**src/rtl/mem_port_arbiter.sv**
```systemverilog
// Three-way arbiter for the shared 8-bit/12-bit memory port: picks a requester, sequences one access, drives mux selects.
// Latency: grant one edge after req is seen in IDLE, ack MEM_LAT cycles later; requests are ignored (held off) while busy.
module mem_port_arbiter #(
    parameter int MEM_LAT = 2,
    parameter bit RR      = 1'b1
) (
    input  logic       clk,
    input  logic       rst_n,
    input  logic [2:0] req,
    input  logic [2:0] we,
    output logic       sel_first,
    output logic       sel_second,
    output logic       sel_third,
    output logic       mem_en,
    output logic       mem_we,
    output logic [2:0] ack,
    output logic [1:0] grant_id,
    output logic       busy
);

    typedef enum logic {IDLE, ACCESS} state_t;

    localparam logic [3:0] LAST_CNT = 4'(MEM_LAT - 1);

    state_t     state_q, state_d;
    logic [3:0] cnt_q, cnt_d;
    logic [2:0] sel_q, sel_d;
    logic       mem_en_q, mem_en_d;
    logic       mem_we_q, mem_we_d;
    logic [2:0] ack_q, ack_d;
    logic [1:0] grant_id_q, grant_id_d;
    logic       busy_q, busy_d;
    logic [1:0] last_grant_q, last_grant_d;
    logic [1:0] winner;
    logic [2:0] winner_oh;

    // Round-robin scans last+1, last+2, last+3 (mod 3); the loop runs
    // backwards so the earliest hit in scan order overwrites the rest.
    function automatic logic [1:0] pick_winner(input logic [2:0] r, input logic [1:0] last);
        logic [1:0] w;
        logic [1:0] idx;
        w = 2'd0;
        if (RR) begin
            for (int k = 3; k >= 1; k--) begin
                idx = 2'((int'(last) + k) % 3);
                if (r[idx]) w = idx;
            end
        end else begin
            if (r[2]) w = 2'd2;
            if (r[1]) w = 2'd1;
            if (r[0]) w = 2'd0;
        end
        return w;
    endfunction

    always_comb begin
        winner       = pick_winner(req, last_grant_q);
        winner_oh    = 3'b001 << winner;
        state_d      = state_q;
        cnt_d        = cnt_q;
        sel_d        = sel_q;
        mem_en_d     = mem_en_q;
        mem_we_d     = 1'b0;
        ack_d        = 3'b000;
        grant_id_d   = grant_id_q;
        busy_d       = busy_q;
        last_grant_d = last_grant_q;
        case (state_q)
            IDLE: begin
                if (|req) begin
                    state_d      = ACCESS;
                    cnt_d        = 4'd0;
                    sel_d        = winner_oh;
                    mem_en_d     = 1'b1;
                    mem_we_d     = we[winner];
                    busy_d       = 1'b1;
                    grant_id_d   = winner;
                    last_grant_d = winner;
                    ack_d        = (LAST_CNT == 4'd0) ? winner_oh : 3'b000;
                end
            end
            ACCESS: begin
                if (cnt_q == LAST_CNT) begin
                    state_d    = IDLE;
                    cnt_d      = 4'd0;
                    sel_d      = 3'b000;
                    mem_en_d   = 1'b0;
                    grant_id_d = 2'd3;
                    busy_d     = 1'b0;
                end else begin
                    cnt_d = cnt_q + 4'd1;
                    // Ack is registered, so it is launched one edge ahead of the final cycle.
                    ack_d = (cnt_q + 4'd1 == LAST_CNT) ? sel_q : 3'b000;
                end
            end
            default: state_d = IDLE;
        endcase
    end

    always_ff @(posedge clk or negedge rst_n) begin
        if (!rst_n) begin
            state_q      <= IDLE;
            cnt_q        <= 4'd0;
            sel_q        <= 3'b000;
            mem_en_q     <= 1'b0;
            mem_we_q     <= 1'b0;
            ack_q        <= 3'b000;
            grant_id_q   <= 2'd3;
            busy_q       <= 1'b0;
            last_grant_q <= 2'd2;
        end else begin
            state_q      <= state_d;
            cnt_q        <= cnt_d;
            sel_q        <= sel_d;
            mem_en_q     <= mem_en_d;
            mem_we_q     <= mem_we_d;
            ack_q        <= ack_d;
            grant_id_q   <= grant_id_d;
            busy_q       <= busy_d;
            last_grant_q <= last_grant_d;
        end
    end

    assign sel_first  = sel_q[0];
    assign sel_second = sel_q[1];
    assign sel_third  = sel_q[2];
    assign mem_en     = mem_en_q;
    assign mem_we     = mem_we_q;
    assign ack        = ack_q;
    assign grant_id   = grant_id_q;
    assign busy       = busy_q;

endmodule

```
**config.mk**
```make
export PLATFORM = sky130hd
export DESIGN_NAME = mem_port_arbiter
export DESIGN_NICKNAME = d
export VERILOG_FILES = /design/src/rtl/mem_port_arbiter.sv
export SDC_FILE = /design/constraint.sdc
export NUM_CORES = 1
export LEC_CHECK = 0
export CAP_MARGIN = 30
export CORE_MARGIN = 4
export CORE_UTILIZATION = 50
export DETAILED_ROUTE_END_ITERATION = 6
export GPL_ROUTABILITY_DRIVEN = 1
export PLACE_DENSITY = 0.77
export SLEW_MARGIN = 20
export SYNTH_ARGS = -nofsm -noshare
export SYNTH_HDL_FRONTEND = slang
export SYNTH_SLANG_ARGS = --single-unit
```
**constraint.sdc**
```tcl
create_clock -name clk -period 2.12 [get_ports clk]
set_input_delay 0.318 -clock clk [delete_from_list [all_inputs] [get_ports clk]]
set_output_delay 0.318 -clock clk [all_outputs]
set_load 0.05 [all_outputs]
```
# == After elaboration in Yosys (flattened, before gate mapping) ==
# Index checks and enable logic that the tools add are counted.
# classes
shift,1
n_eq_ne,4
n_div,3
muxes,31
n_bitwise,1
order_cmp,4
n_addsub,4
reduce_logical,3
# ops
cell,n
"modulo 32 x 3 -> 32 bit, second input constant",3
"< comparator 2 x 3 -> 1 bit, second input constant",4
two-way mux 3 bit,4
one-hot mux 3 bit (2 select lines),2
two-way mux 1 bit,10
two-way mux 2 bit,5
binary-select mux 1 bit (select 2 bit),4
"== test 4 x 1 -> 1 bit, second input constant",2
two-way mux 4 bit,2
one-hot mux 4 bit (2 select lines),1
"adder 2 x 2 -> 3 bit, second input constant",2
"adder 4 x 1 -> 4 bit, second input constant",1
one-hot mux 1 bit (2 select lines),2
one-hot mux 2 bit (2 select lines),1
AND reduction 2 bit,2
"adder 2 x 1 -> 3 bit, second input constant",1
OR reduction 3 bit,1
"<< shifter 1 x 2 -> 3 bit, first input constant",1
"inequality test 2 x 1 -> 1 bit, second input constant",1
"inequality test 2 bit, second input constant",1
NOT 1 bit,1
# word_totals
output_inout_bits,11
reg_bits,17
input_bits,8

# == Logic depth before layout (Yosys ltp) ==
# logic_depth
ltp_word,11
mapped_depth,8

# == Least setup slack after synthesis ==
# No wires, ideal clock.
# synth_timing
path_type,reg2reg
from,register last_grant_q[1]
to,register mem_we_q (netlist: mem_we)
path_stages_with_launch,8
setup_ns,0.124
setup_slack_ns,0.278
t_required_ns,1.996
arrival_ns,1.718
period_less_slack_ns,1.842
cell_sequence,dfstp_2 > ha_1 > buf_2 > or2_1 > a21oi_1 > or2_1 > nor2_1 > a211o_1
# synth_via
elab_chain_len,11
word_cells_on_any_way,19
classes_between,add/sub (3); div (3); mux (13)
# synth_lines
element,line_no,source
"start, declared",33,"logic [1:0] last_grant_q, last_grant_d;"
"start signal, assigned",120,last_grant_q <= last_grant_d;
adder 2 x 2 -> 3 bit,45,idx = 2'((int'(last) + k) % 3);
modulo 32 x 3 -> 32 bit,45,
binary-select mux 1 bit (select 2 bit),46,if (r[idx]) w = idx;
two-way mux 1 bit (implied by the code),46,
two-way mux 2 bit (2 in series),46,
two-way mux 2 bit *,46,
binary-select mux 1 bit (select 2 bit) *,75,mem_we_d = we[winner];
two-way mux 1 bit (implied by the code) *,75,
two-way mux 1 bit *,70,if (|req) begin
two-way mux 1 bit *,68,case (state_q)
net mem_we_d,29,"logic mem_we_q, mem_we_d;"
"end signal, assigned",116,mem_we_q <= mem_we_d;
"end, declared",29,
# The timed path passes the listed nets; every way through them passes the cells marked *. The select of a mux whose other input is x is not followed.
# A chain may end at the register's enable or synchronous reset.

# == Worst setup path after layout ==
# Same ends and word-level chain as after synthesis.

==> impl_metrics.json <==
{
  "path_clk_slew_ns": 0.10,
  "clockBufferDepth": 2,
  "synth_top_family_by_area": "compound AO/OA/AOI/OAI gates",
  "setup_viol": 0,
  "cts_tree": "done",
  "ctsHoldBuffers": 0,
  "hold_viol_final": 0,
  "synth_compound_area_share_pct": 20.96,
  "powerDensity_mw_per_mm2": 1549,
  "synthXorXnorAreaFrac_pct": 0.8631,
  "syn_inst": 106,
  "layout_commonest_cell": "clkdlybuf4s50_1",
  "end_kind": "flip-flop",
  "drive_above_1_share_pct": 12.50,
  "peakVddDrop_v": 0.0007157,
  "die_h_um": 53.05,
  "wl_per_cell_um": 12.88,
  "grt-ovfl-total": 0,
  "min_path_type": "input port to async pin",
  "hpwl_mm": 1.614,
  "drt_iter0_drc": 15,
  "drc": 0,
  "ys_seq_area_share_pct": 42.29,
  "r2r-end": "mem_we",
  "stdcell_count": 155,
  "async_flop_share_pct": 100.0,
  "tns_ns": 0,
  "yosys.area_share.adder_pct": 8.631,
  "io_buffer_count": 18,
  "utilization_pct": 65.27,
  "synthesis.area_mm2": 0.001015,
  "firstDrtPassIters": 4,
  "die_area_mm2": 0.002814,
  "final_cell_mix": "clkdlybuf4s50_1 (18), dfrtp_1 (14), inv_1 (9), nand2_1 (9), nor2_1 (7)",
  "pre_cts_slack_ns": 0.1269,
  "pin_count": 19,
  "critPathRequiredTime_ns": 2.30,
  "worst_pin_slew_ns": 0.5064,
  "vias": 837,
  "max_stage_delay_ns": 0.56,
  "grt_pass1_vias": 752,
  "grt_max_degree": 18,
  "p_leak_nw": 0.5725,
  "period_share_pct": 92.54,
  "max_freq_mhz": 509.7,
  "r2r_setup_slack_ns": 0.16,
  "nets": 144,
  "layout_setup_ws_ns": 0.1582,
  "synth_mux_area_share_pct": 2.959,
  "post_dp_cell_area_mm2": 0.001222,
  "track_usage_pct": 16.33,
  "avgSynthCellArea_um2": 9.573,
  "start_util_pct": 52.26,
  "synth_top_flop_cell": "dfrtp_1",
  "dp.cells": 149,
  "stdcell_area_mm2": 0.001267,
  "antennaDiodeCount": 0,
  "num_rows": 16,
  "maxCapViolCount": 0,
  "ys_seq_elements": 17,
  "core_mm2": 0.001942,
  "cp_top_family": "flip-flops",
  "crit_path_cell_trace": "inv_1 > ha_1 > mux2i_1 > a2bb2oi_1 > o21ai_1 > nor3b_1 > a211o_1",
  "status": "completed",
  "crit_slowest_cell": "dfstp_2",
  "crit_arrival_ns": 2.14,
  "r2r.worst_path.cells": 7,
  "min_period_ns": 1.962,
  "critPathBufInv": 1,
  "grt_setup_unrepaired": "no",
  "antenna_found_initial": 0,
  "numCtsBuffers": 3,
  "clock_sinks": 17,
  "wirelength_mm": 1.996,
  "routed_via_density": 5.400,
  "startpoint_type": "flip-flop",
  "yosysTopAreaCell": "dfrtp_1",
  "maxSlewHeadroom_pct": 66.14,
  "cp_max_fo": 7,
  "synth_edf_count": 0,
  "clk_latency_ns": 0.28,
  "synthDistinctLibCells": 41,
  "ys_warn_count": 0,
  "finClkSkew_ns": 0.006688,
  "cts-root-buf": "clkbuf_4",
  "synth_fp_nets": 121,
  "yosys.area.top_type_share_pct": 34.53,
  "yosys.area_share.simple_pct": 18.87,
  "reg2reg_from": "last_grant_q[1]",
  "grt_pass1_wl_mm": 3.415,
  "gp_congestion": 0.8169,
  "synth.area.top_cells": "dfrtp_1 (35%), ha_1 (8.6%), dfstp_2 (7.8%)",
  "die-width_um": 53.05,
  "slew_violations": 0,
  "htree_levels": 1,
  "path_class": "flip-flop to flip-flop",
  "area_growth_pct": 24.91,
  "drtAntennaViolNets": 0
}
layer usage:
layer	wire [µm]	vias to the layer above	GRT usage, %	share of wire (%)
met5	0	-	0	0
met4	12	0	3.830	0.60
met3	72	2	2.535	3.6
met2	1034	16	28.10	52
met1	877	403	21.30	44
li1	-	416	-	-
state kept, by name, indices dropped and copies added (netlist names):
name,cells
grant_id,2
sel_q,3
ack,3
last_grant_q,2
state_q,1
cnt_q,4
busy,1
mem_we,1
logic make-up (layout without fill, tap and decap cells):
| group | after synthesis | after routing |
|---|---|---|
| flip-flops | 17 | 17 |
| XOR/XNOR | 1 | 1 |
| buffers and inverters | 13 | 35 |
| AND/OR/NAND/NOR | 35 | 35 |
| AO/OA/AOI/OAI | 30 | 30 |
| multiplexers | 3 | 3 |
| adder cells (fa/ha/maj) | 7 | 7 |
Yosys cell counts (2+ instances only):
| cell type | instances |
|---|---|
| dfrtp_1 | 14 |
| mux2i_1 | 3 |
| buf_2 | 2 |
| a31oi_1 | 3 |
| nand2_1 | 9 |
| a21oi_1 | 2 |
| inv_1 | 9 |
| or2_1 | 3 |
| and2_1 | 3 |
| o21ai_1 | 2 |
| nor3_1 | 2 |
| dfstp_2 | 3 |
| nand3b_1 | 3 |
| o21ai_0 | 6 |
| a21o_1 | 4 |
| ha_1 | 7 |
| nor2_1 | 7 |
cell type report:
type | count | area, µm²
fillers | 163 | 674.4
clock buffers | 3 | 22.52
multi-input cells | 76 | 533.0
repair buffers | 22 | 210.2
well taps | 27 | 33.78
flip-flops and latches | 17 | 429.2
inverters | 9 | 33.78
clock inverters | 1 | 5.005
stage by stage:
stage,hold WS [ns],total power [mW]
after floorplan,0.02241,1.466
after global placement,0.4789,1.742
after detailed placement,0.4936,1.778
after CTS,0.3416,1.951
after global routing,0.3500,2.132
final,0.3410,1.964
power breakdown:
group,internal [mW],leakage (nW),switching (mW)
Combinational,0.487,0.340,0.727
Clock,0.0700,0.0177,0.0957
Sequential,0.467,0.215,0.117
what timing repair did:
action,in CTS,in global routing
endpoints found under the hold margin,0,0
endpoints found under the setup margin,0,2
setup buffers,0,2
resized for setup,0,1
worst max path at each step:
stage,from,cells past startpoint,end
2_1_floorplan,last_grant_q[1],7,mem_we
3_3_place_gp,last_grant_q[0],7,mem_we
3_5_place_dp,req[1],6,last_grant_q[0]
4_1_cts,last_grant_q[0],7,mem_we
5_1_grt,last_grant_q[1],7,mem_we
6_report,last_grant_q[1],7,mem_we
Power figures use the tool's default switching activity.
